`src/rtl/multi_timer.sv`:
```
// multi_timer: NCH independent countdown timers with scaled reload, one-shot or periodic
module multi_timer #(
  parameter int NCH     = 2,
  parameter int LOAD_W  = 4,
  parameter int SHIFT_W = 3,
  parameter int CNT_W   = 11
) (
  input  logic                    clk,
  input  logic                    rst,
  input  logic                    tick,
  input  logic [NCH-1:0]          start,
  input  logic [NCH-1:0]          stop,
  input  logic [NCH-1:0]          periodic,
  input  logic [NCH*LOAD_W-1:0]   load_val,
  input  logic [NCH*SHIFT_W-1:0]  scale,
  output logic [NCH-1:0]          done,
  output logic [NCH-1:0]          busy,
  output logic [NCH*CNT_W-1:0]    count
);
  typedef enum logic {IDLE, RUN} state_e;
  if (CNT_W < LOAD_W + 2**SHIFT_W - 1) begin : g_bad
    $error("multi_timer: CNT_W too small for LOAD_W and SHIFT_W");
  end
  for (genvar i = 0; i < NCH; i++) begin : g_ch
    state_e st_q, st_d;
    logic [CNT_W-1:0] cnt_q, cnt_d, rel_q, rel_d, sh, r;
    logic per_q, per_d, done_q, done_d;
    assign sh = CNT_W'(load_val[i*LOAD_W +: LOAD_W]) << scale[i*SHIFT_W +: SHIFT_W];
    assign r  = (sh == '0) ? CNT_W'(1) : sh;
    always_comb begin
      st_d   = st_q;
      cnt_d  = cnt_q;
      rel_d  = rel_q;
      per_d  = per_q;
      done_d = 1'b0;
      if (stop[i]) begin
        st_d  = IDLE;
        cnt_d = '0;
      end else if (start[i]) begin
        st_d  = RUN;
        cnt_d = r;
        rel_d = r;
        per_d = periodic[i];
      end else if (st_q == RUN && tick) begin
        if (cnt_q > CNT_W'(1)) begin
          cnt_d = cnt_q - CNT_W'(1);
        end else begin
          done_d = 1'b1;
          st_d   = per_q ? RUN : IDLE;
          cnt_d  = per_q ? rel_q : '0;
        end
      end
    end
    always_ff @(posedge clk) begin
      if (rst) begin
        st_q   <= IDLE;
        cnt_q  <= '0;
        rel_q  <= '0;
        per_q  <= 1'b0;
        done_q <= 1'b0;
      end else begin
        st_q   <= st_d;
        cnt_q  <= cnt_d;
        rel_q  <= rel_d;
        per_q  <= per_d;
        done_q <= done_d;
      end
    end
    assign done[i]                  = done_q;
    assign busy[i]                  = st_q == RUN;
    assign count[i*CNT_W +: CNT_W]  = cnt_q;
  end
endmodule

```
`config.mk`:
```
export PLATFORM = sky130hd
export DESIGN_NAME = multi_timer
export DESIGN_NICKNAME = d
export VERILOG_FILES = /design/src/rtl/multi_timer.sv
export SDC_FILE = /design/constraint.sdc
export NUM_CORES = 1
export LEC_CHECK = 0
export BUFFER_PORTS_ARGS = -buffer_cell sky130_fd_sc_hd__buf_2
export CORE_MARGIN = 5
export CORE_UTILIZATION = 45
export CTS_BUF_LIST = sky130_fd_sc_hd__clkbuf_16
export CTS_CLUSTER_SIZE = 40
export DETAILED_ROUTE_END_ITERATION = 8
export HOLD_SLACK_MARGIN = 0.1
export PLACE_DENSITY = 0.68
export SLEW_MARGIN = 30
export SYNTH_ARGS = -nofsm -noshare
export SYNTH_HDL_FRONTEND = slang
export SYNTH_SLANG_ARGS = --single-unit
```
`constraint.sdc`:
```
create_clock -name clk -period 1.75 [get_ports clk]
set_input_delay 0.2625 -clock clk [delete_from_list [all_inputs] [get_ports clk]]
set_output_delay 0.2625 -clock clk [all_outputs]
set_load 0.02 [all_outputs]
```
After elaboration in Yosys (flattened, before gate mapping)
Index checks and enable logic that the tools add are counted.
Word-level totals
  register bits: 50
  word-level logic and storage cells: 56
  output and inout port bits: 26
Operators by class
  muxes and demuxes: 20
  shift-type cells: 2
  order comparisons: 2
  eq/ne operators: 2
  reductions and logical operators: 14
  $add $sub $neg: 2
  bitwise logic cells: 4
Operator list (count)
  $mux 11: 10
  $gt 11x1->1 const B: 2
  $logic_not 11->1: 2
  $shl 4x3->11: 2
  $sub 11x1->11 const B: 2
  $mux 1: 10
  $reduce_and 2->1: 4
  $reduce_or 4->1: 2
  $ne 2x2->1 const B: 2
  $not 1->1: 4
  $reduce_bool 2->1: 2
  $reduce_or 2->1: 2
  $logic_and 1x1->1: 2

Depth between registers and ports, before layout
  word-level depth: 4
  depth in mapped cells: 9

Worst setup path before layout
OpenSTA, ideal clock, no wires.
  kind: register to register
  start point: register g_ch[1].cnt_q[1]
  end point: register g_ch[1].cnt_q[5]
  path slack: -0.204 ns
  library setup time: 0.095 ns
  buffers on the path: 2
  data required time: 1.655 ns
  stages on the path, launching flop included: 10
  clock period less this slack: 1.954 ns
  arrival: 1.858 ns
  cells stage by stage: dfxtp_1 -> inv_1 -> ha_1 -> o21bai_1 -> and4_1 -> buf_4 -> buf_4 -> a21oi_1 -> o21ai_1 -> a221oi_1
Between the ends
  word-level cells in the longest chain between the ends: 4
  elaborated cells on any way between the ends: 5
  classes of those cells: add/sub: 1; order compare: 1; mux: 3
Ends and longest elaborated chain
  start: declaration: line 26  | logic [CNT_W-1:0] cnt_q, cnt_d, rel_q, rel_d, sh, r;
  start signal: assignment: line 63  | cnt_q <= cnt_d;
  $sub 11x1->11 or $gt 11x1->1 (tied branches): line 46, 45
  $mux 11 *: line 45  | if (cnt_q > CNT_W'(1)) begin
  $mux 11 *: line 44  | end else if (st_q == RUN && tick) begin
  $mux 11 *: line 39  | end else if (start[i]) begin
Every way passes the cells marked *; elsewhere a longest branch is shown, timed or not. The select of a mux whose other input is x is not followed.
A chain may end at the register's enable or synchronous reset.

Worst setup path after layout
Ends and elaborated chain as after synthesis.

==> flow_summary.json <==
{
  "path_max_fanout": 5,
  "cp.arrival_ps": 1920,
  "ant_nets": 0,
  "ir_worst_vdd_v": 0.000406,
  "seq_area_frac_synth_pct": 30.4,
  "drive_gt1_share_pct": 28.0,
  "yosysTopAreaCell": "dfxtp_1",
  "dp.cells": 597,
  "drt_iter0_drc": 267,
  "htree_levels": 2,
  "power_leakage_nw": 1.69,
  "vias_per_cell": 5.87,
  "start_util_pct": 45.9,
  "cpMaxStageDelayCell": "dfxtp_4",
  "io_buffer_count": 48,
  "rsz0062_at_grt": "true",
  "synthesis.nets": 464,
  "nets": 536,
  "max_freq_mhz": 580,
  "p_per_area_nw_per_um2": 736,
  "fp.dieH_um": 95.5,
  "diodes": 0,
  "crit_path_cell_trace": "inv_2 -> ha_2 -> o21bai_2 -> and4_4 -> buf_4 -> a21oi_2 -> o21ai_1 -> a221oi_1",
  "post-route-period-util_pct": 98.6,
  "place.gp.congestion": 0.890,
  "holdCritPathClass": "primary input to flip-flop",
  "synth_edf_count": 0,
  "ys_seq_elements": 50,
  "p_total_mw": 3.03,
  "synth.distinct_cells": 67,
  "grt_pass1_vias": 3246,
  "cts-buffers-inserted": 5,
  "syn_inst": 437,
  "tns_ps": 0,
  "yosysTopAreaCellShare_pct": 30.4,
  "vias": 3577,
  "hold_viol_final": 0,
  "endpoint_kind": "flip-flop",
  "path_clk_slew_ps": 70,
  "grt_pass1_wl_mm": 15.7,
  "grt_start_max_net_pins": 18,
  "fin_cells": 609,
  "required_ps": 1950,
  "setup_ws_ps": 24.5,
  "drc_errors": 0,
  "worstSetupStartpointType": "flip-flop",
  "crit_family": "compound AO/OA/AOI/OAI gates",
  "ys_warn_count": 0,
  "max_stage_delay_ps": 370,
  "rr_worst_depth": 8,
  "drv_slew": 0,
  "status": "finished clean",
  "die_area_um2": 9130,
  "worst-path-stages": 8,
  "hold_depth": 3,
  "synth.top_cells.by_count": "nand2_1, dfxtp_1, nor2_1",
  "yosysMostFrequentCell": "nand2_1",
  "crit_buf_inv": 2,
  "fin_crit_ps": 1730,
  "async_reset_ff_share_pct": 0,
  "grtUsageTotal_pct": 21.5,
  "worstSkewPairLatency_ps": 290,
  "row_count": 31,
  "maxCapViolCount": 0,
  "synth_area_leaders": "dfxtp_1, a21oi_1, nand2_1, nor2_1, mux2i_1",
  "ioPinCount": 49,
  "syn_to_final_growth_pct": 25.0,
  "clockRootBuffer": "clkbuf_16",
  "dp_slack_ps": -88.5,
  "setup_viol": 0,
  "wl_per_cell_um": 15.9,
  "hpwlAfterDp_mm": 7.32,
  "core_um2": 7180,
  "worst_pin_slew_ps": 604,
  "antenna_found_initial": 0,
  "syn_avg_cell_area_um2": 7.54,
  "utilization_pct": 57.3,
  "synth_top_flop_cell": "dfxtp_1",
  "crit_type": "flip-flop to flip-flop",
  "grt_overflow": 0,
  "wl_mm": 9.67,
  "die_x_um": 95.5,
  "max_slew_margin_pct": 59.5,
  "first_pass_iters": 5,
  "clock_sinks": 50,
  "cts_tree": "built",
  "clk_path_buf_depth": 2,
  "syn-cell-area_um2": 3290,
  "skew_ps": 6.14
}
worst reg2reg max path: stages (launching register included):
cell	delay (ps)
dfxtp_4	370
inv_2	60
ha_2	170
o21bai_2	190
and4_4	210
buf_4	160
a21oi_2	120
o21ai_1	90
a221oi_1	260
layer usage:
layer,wire length [um],track usage [%],part of all wire (%)
met5,0,0,0
met1,4450,30.6,46
met3,762,4.03,7.9
met2,4310,32.9,45
met4,146,6.28,1.5
kinds of logic after synthesis:
| kind of cell | Yosys count | share of synthesized area (%) |
|---|---|---|
| simple gates | 183 | 27.6 |
| compound gates | 127 | 26.0 |
| flops | 50 | 30.4 |
| buf+inv | 46 | 6.46 |
| mux | 18 | 5.62 |
| xor+xnor | 9 | 2.39 |
| fa+ha+maj | 4 | 1.52 |
layout by cell type (no fill, tap or decap), types with 4 or more instances in the layout:
cell type	count
nor3_1	11
or2_2	4
inv_1	9
nand2_1	62
o21ai_0	9
a221oi_1	5
nand3b_1	4
buf_4	52
mux2_2	4
a31oi_1	5
clkbuf_16	5
nand2b_1	6
xnor2_1	6
and3_1	4
nor2b_1	8
dfxtp_1	46
a222oi_1	4
a21oi_1	46
a2bb2oi_1	4
a22oi_1	6
a211oi_1	11
and2_1	5
o22ai_1	5
mux2i_1	14
nor2_1	49
buf_2	48
nand4_1	5
nand3_1	9
worst paths after layout:
check	startpoint	end	slack (ps)
setup / recovery	g_ch[1].cnt_q[1]	g_ch[1].cnt_q[5]	20
hold / removal	periodic[1]	g_ch[1].per_q	220
setup reg to reg	g_ch[1].cnt_q[1]	g_ch[1].cnt_q[5]	20
hold reg to reg	g_ch[0].rel_q[9]	g_ch[0].rel_q[9]	450
through the flow:
stage	instance area [um^2]	hold WS, ps
after floorplan	3310	399
after global placement	3860	444
after detailed placement	3860	447
after CTS	4040	218
after global routing	4120	231
final	4120	218
report_power, final:
part | internal [mW] | switching, mW
clock | 0.670 | 0.427
sequential | 1.17 | 0.0345
combinational | 0.319 | 0.410
total | 2.16 | 0.872
layout make-up:
cell class,count,area [um^2]
clock buffers,5,125
multi-input cells,341,2130
repair buffers,101,642
flip-flops and latches,50,1010
clock inverters,3,40.0
inverters,10,37.5
well taps,99,124
fillers,695,3060
sequential cells by signal (all words and copies together) (netlist names):
register and count:
g_ch.cnt_q 22, g_ch.rel_q 22, g_ch.done_q 2, g_ch.per_q 2, g_ch.st_q 2
repair_timing:
item	in CTS	in global routing
setup buffers	1	3
setup endpoints to repair	6	11
resized for setup	2	14
hold buffers	0	0
pin swaps	1	8
Note: power is estimated with default switching activity, not from simulation.
